<file path="config.mk">
export PLATFORM = sky130hd
export DESIGN_NAME = plic_claim_complete
export DESIGN_NICKNAME = d
export VERILOG_FILES = /design/src/rtl/plic_claim_complete.sv
export SDC_FILE = /design/constraint.sdc
export NUM_CORES = 1
export LEC_CHECK = 0
export CAP_MARGIN = 20
export CORE_AREA = 2 2 487 489
export DETAILED_ROUTE_END_ITERATION = 8
export DIE_AREA = 0 0 489 491
export PLACE_DENSITY = 0.33
export SYNTH_ARGS = -nofsm -noshare
export SYNTH_HDL_FRONTEND = slang
export SYNTH_SLANG_ARGS = --single-unit
</file>
<file path="constraint.sdc">
create_clock -name clk -period 11.7 [get_ports clk]
set_clock_uncertainty 0.2 [all_clocks]
set_input_delay 2.34 -clock clk [delete_from_list [all_inputs] [get_ports clk]]
set_output_delay 2.34 -clock clk [all_outputs]
set_load 0.02 [all_outputs]
</file>
<file path="src/rtl/plic_claim_complete.sv">
// -----------------------------------------------------------------------------
// plic_claim_complete
//   Hart-side claim/complete unit of a PLIC. Per-source gateways feed a pending
//   vector. A sequential arbiter walks IDs 1..N-1, one per cycle, and then loads
//   the best candidate into best_id / external_irq.
//   The claim/complete word sits at claim_complete_addr on the register bus.
//   A read claims the best source and a write completes a source.
//
//   Build option:
//     PLIC_EDGE_GATEWAY_EN  defined   -> edge gateways (rising edge of request,
//                                        one-cycle pulses are captured)
//                           undefined -> level gateways (request high re-pends
//                                        once the source leaves service)
// -----------------------------------------------------------------------------
`timescale 1ns/1ps

module plic_claim_complete #(
    parameter int N_interrupts = 32
) (
    input  logic                         clk,
    input  logic                         n_rst,
    input  logic [N_interrupts-1:0]      interrupt_requests,
    input  logic [N_interrupts*32-1:0]   interrupt_priority_regs,
    input  logic [N_interrupts-1:0]      interrupt_masks,
    input  logic [31:0]                  claim_complete_addr,
    input  logic [31:0]                  addr,
    input  logic                         wen,
    input  logic                         ren,
    input  logic [31:0]                  wdata,
    output logic [31:0]                  rdata,
    output logic                         addr_valid,
    output logic [N_interrupts-1:0]      interrupt_pending,
    output logic                         external_irq
);

    localparam int              ID_W     = $clog2(N_interrupts);
    localparam logic [ID_W-1:0] FIRST_ID = ID_W'(1);
    localparam logic [ID_W-1:0] LAST_ID  = ID_W'(N_interrupts - 1);

    typedef enum logic {
        ST_SCAN = 1'b0,
        ST_LOAD = 1'b1
    } arb_state_t;

    // ---------------------------------------------------------------------
    // State
    // ---------------------------------------------------------------------
    logic [N_interrupts-1:0] pending_q,    pending_d;
    logic [N_interrupts-1:0] in_service_q, in_service_d;
    logic [ID_W-1:0]         best_id_q,    best_id_d;
    logic                    external_irq_q, external_irq_d;
    logic [ID_W-1:0]         scan_idx_q,   scan_idx_d;
    logic [ID_W-1:0]         cand_id_q,    cand_id_d;
    logic [31:0]             cand_prio_q,  cand_prio_d;
    arb_state_t              state_q,      state_d;

    // Per-source gateway triggers (bit 0 is the reserved "no interrupt" ID).
    logic [N_interrupts-1:0] trigger;

    // Bus decode and claim/complete qualification.
    logic            claim_req;
    logic            complete_req;
    logic            best_eligible;
    logic            claim_fire;
    logic            complete_in_range;
    logic [ID_W-1:0] complete_id;
    logic            complete_fire;

    // Arbiter view of the ID under examination this cycle.
    logic [31:0]     scan_prio;
    logic            scan_eligible;

    // Request line of the reserved ID never reaches a gateway.
    logic            unused_req0;
    assign unused_req0 = interrupt_requests[0];

    // ---------------------------------------------------------------------
    // Bus decode
    // ---------------------------------------------------------------------
    assign addr_valid   = (addr == claim_complete_addr);
    assign claim_req    = addr_valid & ren;
    assign complete_req = addr_valid & wen;

    // best_id may be stale (mask or pending changed since the last load), so
    // a claim only succeeds if that ID is still pending and unmasked.
    assign best_eligible = (best_id_q != '0)
                         && pending_q[best_id_q]
                         && !interrupt_masks[best_id_q];
    assign claim_fire    = claim_req & best_eligible;
    assign rdata         = claim_fire ? 32'(best_id_q) : 32'd0;

    // Out-of-range, zero and not-in-service completions are silently dropped.
    assign complete_in_range = (wdata != 32'd0) && (wdata < 32'(N_interrupts));
    assign complete_id       = wdata[ID_W-1:0];
    assign complete_fire     = complete_req & complete_in_range
                             & in_service_q[complete_id];

    // ---------------------------------------------------------------------
    // Gateways
    // ---------------------------------------------------------------------
    assign trigger[0] = 1'b0;

    genvar gi;
    generate
        for (gi = 1; gi < N_interrupts; gi++) begin : g_gateway
`ifdef PLIC_EDGE_GATEWAY_EN
            logic req_hist_q;
            logic req_hist_d;

            assign req_hist_d   = interrupt_requests[gi];
            assign trigger[gi]  = interrupt_requests[gi] & ~req_hist_q;

            // Request history for rising-edge detection.
            always_ff @(posedge clk) begin
                if (!n_rst) begin
                    req_hist_q <= 1'b0;
                end else begin
                    req_hist_q <= req_hist_d;
                end
            end
`else
            assign trigger[gi]  = interrupt_requests[gi];
`endif
        end
    endgenerate

    // ---------------------------------------------------------------------
    // Pending / in-service next state
    // ---------------------------------------------------------------------
    // Triggers are gated by the in-service bit as it was before this cycle's
    // claim/complete, so a trigger on an ID being completed is dropped. The
    // claim clear comes last so a trigger on the ID being claimed is dropped.
    always_comb begin
        pending_d    = pending_q;
        in_service_d = in_service_q;
        for (int n = 1; n < N_interrupts; n++) begin
            if (trigger[n] && !in_service_q[n]) begin
                pending_d[n] = 1'b1;
            end
        end
        if (complete_fire) begin
            in_service_d[complete_id] = 1'b0;
        end
        if (claim_fire) begin
            pending_d[best_id_q]    = 1'b0;
            in_service_d[best_id_q] = 1'b1;
        end
        pending_d[0]    = 1'b0;
        in_service_d[0] = 1'b0;
    end

    // ---------------------------------------------------------------------
    // Sequential arbiter
    // ---------------------------------------------------------------------
    assign scan_prio     = interrupt_priority_regs[{scan_idx_q, 5'd0} +: 32];
    assign scan_eligible = pending_q[scan_idx_q] & ~interrupt_masks[scan_idx_q];

    // SCAN walks one ID per cycle keeping the strictly-higher priority
    // candidate. IDs are walked in ascending order, so on a tie the lower ID
    // wins. LOAD publishes the candidate. A successful claim restarts the pass
    // so the claimed ID cannot be re-published from a stale candidate.
    always_comb begin
        state_d        = state_q;
        scan_idx_d     = scan_idx_q;
        cand_id_d      = cand_id_q;
        cand_prio_d    = cand_prio_q;
        best_id_d      = best_id_q;
        external_irq_d = external_irq_q;

        case (state_q)
            ST_SCAN: begin
                if (scan_eligible && (scan_prio > cand_prio_q)) begin
                    cand_id_d   = scan_idx_q;
                    cand_prio_d = scan_prio;
                end
                if (scan_idx_q == LAST_ID) begin
                    state_d = ST_LOAD;
                end else begin
                    scan_idx_d = scan_idx_q + FIRST_ID;
                end
            end
            ST_LOAD: begin
                best_id_d      = cand_id_q;
                external_irq_d = (cand_id_q != '0);
                cand_id_d      = '0;
                cand_prio_d    = '0;
                scan_idx_d     = FIRST_ID;
                state_d        = ST_SCAN;
            end
            default: begin
                state_d    = ST_SCAN;
                scan_idx_d = FIRST_ID;
            end
        endcase

        if (claim_fire) begin
            best_id_d      = '0;
            external_irq_d = 1'b0;
            cand_id_d      = '0;
            cand_prio_d    = '0;
            scan_idx_d     = FIRST_ID;
            state_d        = ST_SCAN;
        end
    end

    // ---------------------------------------------------------------------
    // Registers
    // ---------------------------------------------------------------------
    // All unit state, including the arbiter FSM and its registered outputs.
    always_ff @(posedge clk) begin
        if (!n_rst) begin
            pending_q      <= '0;
            in_service_q   <= '0;
            best_id_q      <= '0;
            external_irq_q <= 1'b0;
            scan_idx_q     <= FIRST_ID;
            cand_id_q      <= '0;
            cand_prio_q    <= '0;
            state_q        <= ST_SCAN;
        end else begin
            pending_q      <= pending_d;
            in_service_q   <= in_service_d;
            best_id_q      <= best_id_d;
            external_irq_q <= external_irq_d;
            scan_idx_q     <= scan_idx_d;
            cand_id_q      <= cand_id_d;
            cand_prio_q    <= cand_prio_d;
            state_q        <= state_d;
        end
    end

    assign interrupt_pending = pending_q;
    assign external_irq      = external_irq_q;

endmodule

</file>
Yosys cells after proc, flatten, opt, wreduce, memory -nomap -nowiden --
Index checks and enable logic that the tools add are counted.
Storage, ports and cells: register bits after elaboration 113, output and inout bits 66, word-level logic and storage cells 167
Cells by class: add/sub/neg operators 1, $lt $le $gt $ge 7, equal/unequal tests 4, shift operators 1, mux-type cells 57, bitwise operators 14, reductions and logical operators 73
Operators with widths (count):
- 1024-bit by 11-bit indexed part select with 32-bit output | 1
- 32-bit two-way mux | 4
- 32-bit AND | 2
- 32-bit NOT | 2
- 32-bit case mux with 2 select lines | 1
- 1-bit two-way mux | 39
- 1-bit logical AND | 37
- 32-bit equality test | 1
- 32-bit > comparator | 1
- 1-bit zero test | 32
- 32-bit by 6-bit < comparator with 1-bit output, second input constant | 1
- 32-bit OR | 1
- 32-bit nonzero test | 1
- 1-bit binary-select mux with 5-bit select | 5
- 5-bit case mux with 2 select lines | 2
- 5-bit by 6-bit < comparator with 1-bit output, second input constant | 3
- 5-bit two-way mux | 3
- 1-bit demux with 5-bit select | 2
- 5-bit by 1-bit >= comparator with 1-bit output, second input constant | 2
- 5-bit nonzero test | 2
- 1-bit AND | 6
- 5-bit by 1-bit adder with 5-bit output, second input constant | 1
- 5-bit equality test, second input constant | 1
- 2-bit inequality test, second input constant | 2
- other kinds (3) | 5

Longest topological paths before layout --
depth after elaboration 9, depth in mapped cells 16, depth with buffers taken out 12

Worst setup path before layout --
OpenSTA, ideal clock, no wires.
path kind input to output, start point input interrupt_masks[29], end point output rdata[0], data arrival time 4.138 ns, data required time 9.160 ns, setup slack 5.022 ns, stages on the path 8, cells stage by stage mux4_1 > mux2_2 > nand2_1 > o21ai_2 > a2111oi_4 > buf_6 > buf_6 > and2_1
Between the ends: longest elaborated chain between the ends 6
RTL lines:
- start: declaration | line 24 | input logic [N_interrupts-1:0] interrupt_masks,
- 1-bit binary-select mux with 5-bit select | line 88 | && !interrupt_masks[best_id_q];
- 1-bit two-way mux (implied by the code) | line 88
- 1-bit zero test | line 88
- 1-bit logical AND | line 88
- 1-bit AND | line 89 | assign claim_fire = claim_req & best_eligible;
- 5-bit two-way mux | line 90 | assign rdata = claim_fire ? 32'(best_id_q) : 32'd0;
- end: declaration | line 30 | output logic [31:0] rdata,
No other way between the ends. The select of a mux whose other input is x is not followed.

Worst setup path in the final report --
start point input addr[7], end point output rdata[1]
Between the ends: longest elaborated chain between the ends 4
RTL lines:
- start: declaration | line 26 | input logic [31:0] addr,
- 32-bit equality test | line 80 | assign addr_valid = (addr == claim_complete_addr);
- 1-bit AND | line 81 | assign claim_req = addr_valid & ren;
- 1-bit AND | line 89
- 5-bit two-way mux | line 90
No other way between the ends.

==> metrics.txt <==
# TYPE chip_impl_metric gauge
chip_impl_metric{name="worst_setup_hold_path_clk_slew",unit="ps"} 90
chip_impl_info{name="critical-path-slowest-cell",value="clkdlybuf4s50_1"} 1
chip_impl_metric{name="final.fill_count",unit=""} 26550
chip_impl_metric{name="arrival",unit="ps"} 5710
chip_impl_info{name="reg2reg_from",value="scan_idx_q[0]"} 1
chip_impl_metric{name="iteration_0_drc_count_of_the_detailed_router",unit=""} 1219
chip_impl_info{name="critical_path.most_common_cell",value="clkdlybuf4s50_1"} 1
chip_impl_metric{name="cell_internal_pwr",unit="mW"} 1.341
chip_impl_metric{name="p_comb_share",unit="%"} 63.7
chip_impl_metric{name="ir_worst_vdd",unit="mV"} 0.05557
chip_impl_metric{name="coreArea",unit="um^2"} 234500
chip_impl_metric{name="antenna_left",unit=""} 0
chip_impl_metric{name="worst_slew_pin_slew",unit="ps"} 983.8
chip_impl_metric{name="pwr_density_cell",unit="nW/um^2"} 71.96
chip_impl_metric{name="yosys.cell_types.count",unit=""} 70
chip_impl_info{name="crit_chain",value="clkdlybuf4s50_1 > xor2_1 > nor4_1 > nand4_1 > or2_2 > a2111oi_4 > buf_4 > and2_1 > clkdlybuf4s50_1"} 1
chip_impl_metric{name="route.final.wire_length",unit="um"} 171100
chip_impl_metric{name="die_width",unit="um"} 489
chip_impl_metric{name="detail_route.wl_per_cell",unit="um"} 30.37
chip_impl_metric{name="port_buffers",unit=""} 1223
chip_impl_metric{name="fraction_of_registers_with_async_set_reset",unit="%"} 0
chip_impl_info{name="capturing_element_type_of_the_critical_path",value="output pin"} 1
chip_impl_info{name="synth.most_common_cell",value="mux4_2"} 1
chip_impl_metric{name="synth_sequential_area_ratio",unit="%"} 14.66
chip_impl_metric{name="die_area",unit="um^2"} 240100
chip_impl_metric{name="post_synth.cell_area_avg",unit="um^2"} 11.49
chip_impl_metric{name="post-cts-setup-buffers",unit=""} 0
chip_impl_metric{name="critical_path.n_buffers_inverters",unit=""} 3
chip_impl_metric{name="start_util",unit="%"} 6.461
chip_impl_metric{name="regToRegSetupSlack",unit="ps"} 5090
chip_impl_info{name="tritoncts",value="yes"} 1
chip_impl_metric{name="cp_data_required_time",unit="ps"} 9160
chip_impl_metric{name="yosys.area.top_type_share",unit="%"} 49.19
chip_impl_info{name="critPathLaunchType",value="primary input"} 1
chip_impl_metric{name="pins_over_slew_limit",unit=""} 0
chip_impl_info{name="status",value="finished, final reports clean"} 1
chip_impl_metric{name="share_of_post_route_cells_with_drive_strength_above_1",unit="%"} 16.33
chip_impl_metric{name="cellLeakagePower",unit="nW"} 9.859
chip_impl_metric{name="htreeDepth",unit=""} 3
chip_impl_info{name="clockRootBuffer",value="clkbuf_16"} 1
chip_impl_metric{name="gp_routability_congestion",unit=""} 0.8997
chip_impl_metric{name="timing.slew.headroom",unit="%"} 34.41
chip_impl_metric{name="cells_after_synth",unit=""} 1319
chip_impl_metric{name="clock_sinks",unit=""} 111
chip_impl_metric{name="hold_violations",unit=""} 0
chip_impl_info{name="ys_dominant_reg_cell",value="dfxtp_1"} 1
chip_impl_metric{name="worstSkewPairLatency",unit="ps"} 410
chip_impl_metric{name="grt_first_pass_wirelength",unit="um"} 211500
chip_impl_metric{name="grt.total_usage",unit="%"} 13.69
chip_impl_metric{name="cts_buffers",unit=""} 9
chip_impl_info{name="worst_path_dominant_cell_family",value="buffers and inverters"} 1
chip_impl_info{name="critPathLaunch",value="addr[7]"} 1
chip_impl_metric{name="max_stage_delay",unit="ps"} 830
chip_impl_metric{name="syn-cell-area",unit="um^2"} 15150
chip_impl_metric{name="hold_depth",unit=""} 2
chip_impl_metric{name="top_level_ports",unit=""} 1254
chip_impl_info{name="crit_type",value="in2out"} 1
chip_impl_metric{name="timing.hold.ws",unit="ps"} 273.2
chip_impl_metric{name="ys_warn_count",unit=""} 0
chip_impl_metric{name="drt-pass1-iter-count",unit=""} 5
chip_impl_metric{name="vias",unit=""} 18050
chip_impl_metric{name="finalSetupViolCount",unit=""} 0
chip_impl_metric{name="period_share",unit="%"} 70.55
chip_impl_metric{name="final_nets",unit=""} 3666
chip_impl_metric{name="final.setup.tns",unit="ps"} 0
chip_impl_info{name="hold_path_startpoint",value="cand_prio_q[0]"} 1
chip_impl_metric{name="drc",unit=""} 0
chip_impl_info{name="synth_common_cells",value="mux4_2, nand2_1, dfxtp_1"} 1
chip_impl_metric{name="synthToLayoutAreaGrowth",unit="%"} 106.4
chip_impl_metric{name="cts-hold-fix-buffers",unit=""} 0
chip_impl_metric{name="clockPowerShare",unit="%"} 16.5
chip_impl_info{name="post-synth-top-area-cell",value="mux4_2"} 1
chip_impl_metric{name="worst_r2r_path_depth",unit=""} 15
chip_impl_metric{name="floorplan.die.height",unit="um"} 491
chip_impl_metric{name="pwr-share-seq",unit="%"} 19.8
chip_impl_metric{name="maxCapViolCount",unit=""} 0
chip_impl_info{name="worstHoldPathType",value="reg2reg"} 1
chip_impl_metric{name="fp_rows",unit=""} 178
chip_impl_metric{name="netSwitchingFraction",unit="%"} 40.41
chip_impl_metric{name="ys_seq_elements",unit=""} 111
chip_impl_metric{name="post-dp-hpwl",unit="um"} 152400
chip_impl_info{name="unrepaired_setup_endpoints_after_global_routing",value="false"} 1
chip_impl_metric{name="critical_path_peak_fanout",unit=""} 22
chip_impl_metric{name="number_of_global_route_vias_before_repair",unit=""} 18650
chip_impl_metric{name="cp.depth",unit=""} 9
chip_impl_metric{name="layout_min_cycle_time",unit="ps"} 8254
chip_impl_metric{name="globalRouteOverflowTotal",unit=""} 0
chip_impl_metric{name="max_clock_freq",unit="GHz"} 0.1212
chip_impl_metric{name="pin_count_of_the_biggest_net_entering_global_routing",unit=""} 99
chip_impl_metric{name="antenna_violations_before_repair",unit=""} 164
chip_impl_info{name="netlist_top_cells_area",value="mux4_2, dfxtp_1, nand2_1"} 1
chip_impl_metric{name="vias_per_cell",unit=""} 3.205
chip_impl_metric{name="ctsLongestPathBuffers",unit=""} 2
chip_impl_metric{name="p_sw",unit="mW"} 0.9097
chip_impl_metric{name="number_of_enable_flip_flop_cells_after_synthesis",unit=""} 0
chip_impl_metric{name="post_cts.resized_instances",unit=""} 0
==> registers in the layout, indices dropped and copies added, names as in the netlist <==
signal / flops
external_irq: 1
state_q: 1
cand_id_q: 5
interrupt_pending: 31
scan_idx_q: 5
best_id_q: 5
in_service_q: 31
cand_prio_q: 32
==> through the flow <==
| step | power (mW) | std cells | utilization (%) | worst slack, ps | instance area (um^2) |
|---|---|---|---|---|---|
| finish | 2.251 | 5633 | 13.34 | 3446 | 31280 |
| floorplan | 1.056 | 1346 | - | 5022 | 15250 |
| CTS | 2.309 | 5599 | 13.30 | 3439 | 31190 |
| global placement | 1.916 | 5583 | 13.16 | 3446 | 30870 |
| detailed placement | 1.914 | 5583 | 13.16 | 3458 | 30870 |
| global route | 2.376 | 5605 | 13.31 | 3250 | 31210 |
==> path summary, 6_finish.rpt <==
path,to
worst max-delay path,rdata[1]
worst min-delay path,cand_prio_q[0]
worst max register to register,cand_prio_q[5]
worst min register to register,cand_prio_q[0]
==> worst min-delay path, cell delays in order (launching register included) <==
cell	delay, ps
dfxtp_1	320
nand2_1	60
a21oi_1	60
==> cell usage in the layout, fill, tap and decap left out, drive strengths merged, types with 5 or more instances in the layout <==
master         netlist  routed
o21a                23      23
buf                103      27
nor2                74      74
a21oi               33      33
nand3b               5       5
or3b                10      10
nand3               16      16
and2                 7       7
dfxtp              111     111
xor2                33      33
a21boi              18      18
nor3b               12      12
and4b               14      14
nor2b               33      33
mux4               335     335
nand4               20      20
inv                 45      50
mux2i               25      25
a22oi                5       5
o31ai                9       9
clkbuf              59       9
diode                0      34
conb                 1      28
clkdlybuf4s50        0    1222
nand2              119     119
o21ai               49      49
a211oi              33      33
mux2                 7       7
nor4                16      16
ha                  34      34
nor3                 5       5
o31a                 7       7
==> cells by family after synthesis <==
kind of cell / Yosys count / share of synthesized area [%]
AO/OA/AOI/OAI: 211 / 9.537
XOR/XNOR: 35 / 2.023
adder cells (fa/ha/maj): 34 / 2.807
buffers and inverters: 207 / 6.729
flip-flops: 111 / 14.66
multiplexers: 367 / 52.06
other: 1 / 0.02475
AND/OR/NAND/NOR: 353 / 12.15
==> layout make-up <==
class / count / area [um^2] / share of cell area (%)
timing repair buffer: 1249 / 12490 / 39.95
multi-input combinational: 1028 / 12030 / 38.45
tap: 3150 / 3941 / 12.60
sequential: 111 / 2240 / 7.160
clock buffer: 9 / 225.2 / 0.7200
inverter: 45 / 168.9 / 0.5400
clock inverter: 7 / 97.59 / 0.3120
antenna: 34 / 85.08 / 0.2720
==> routing by layer <==
metal  routed length [um]  vias to the layer above  track usage [%]
li1                     -                     7630                -
met1                73860                     9118            17.87
met2                77330                     1022            21.96
met3                16900                      198            4.908
met4                 2433                       86            1.813
met5                  543                        -                0
==> power by group through the flow <==
stage | Sequential (mW) | Clock (mW) | Combinational (mW)
finish | 0.446 | 0.372 | 1.43
global route | 0.452 | 0.400 | 1.52
CTS | 0.449 | 0.394 | 1.47
detailed placement | 0.458 | 0 | 1.46
global placement | 0.458 | 0 | 1.46
floorplan | 0.443 | 0 | 0.613
No activity file was read; power rests on OpenSTA's default activity.
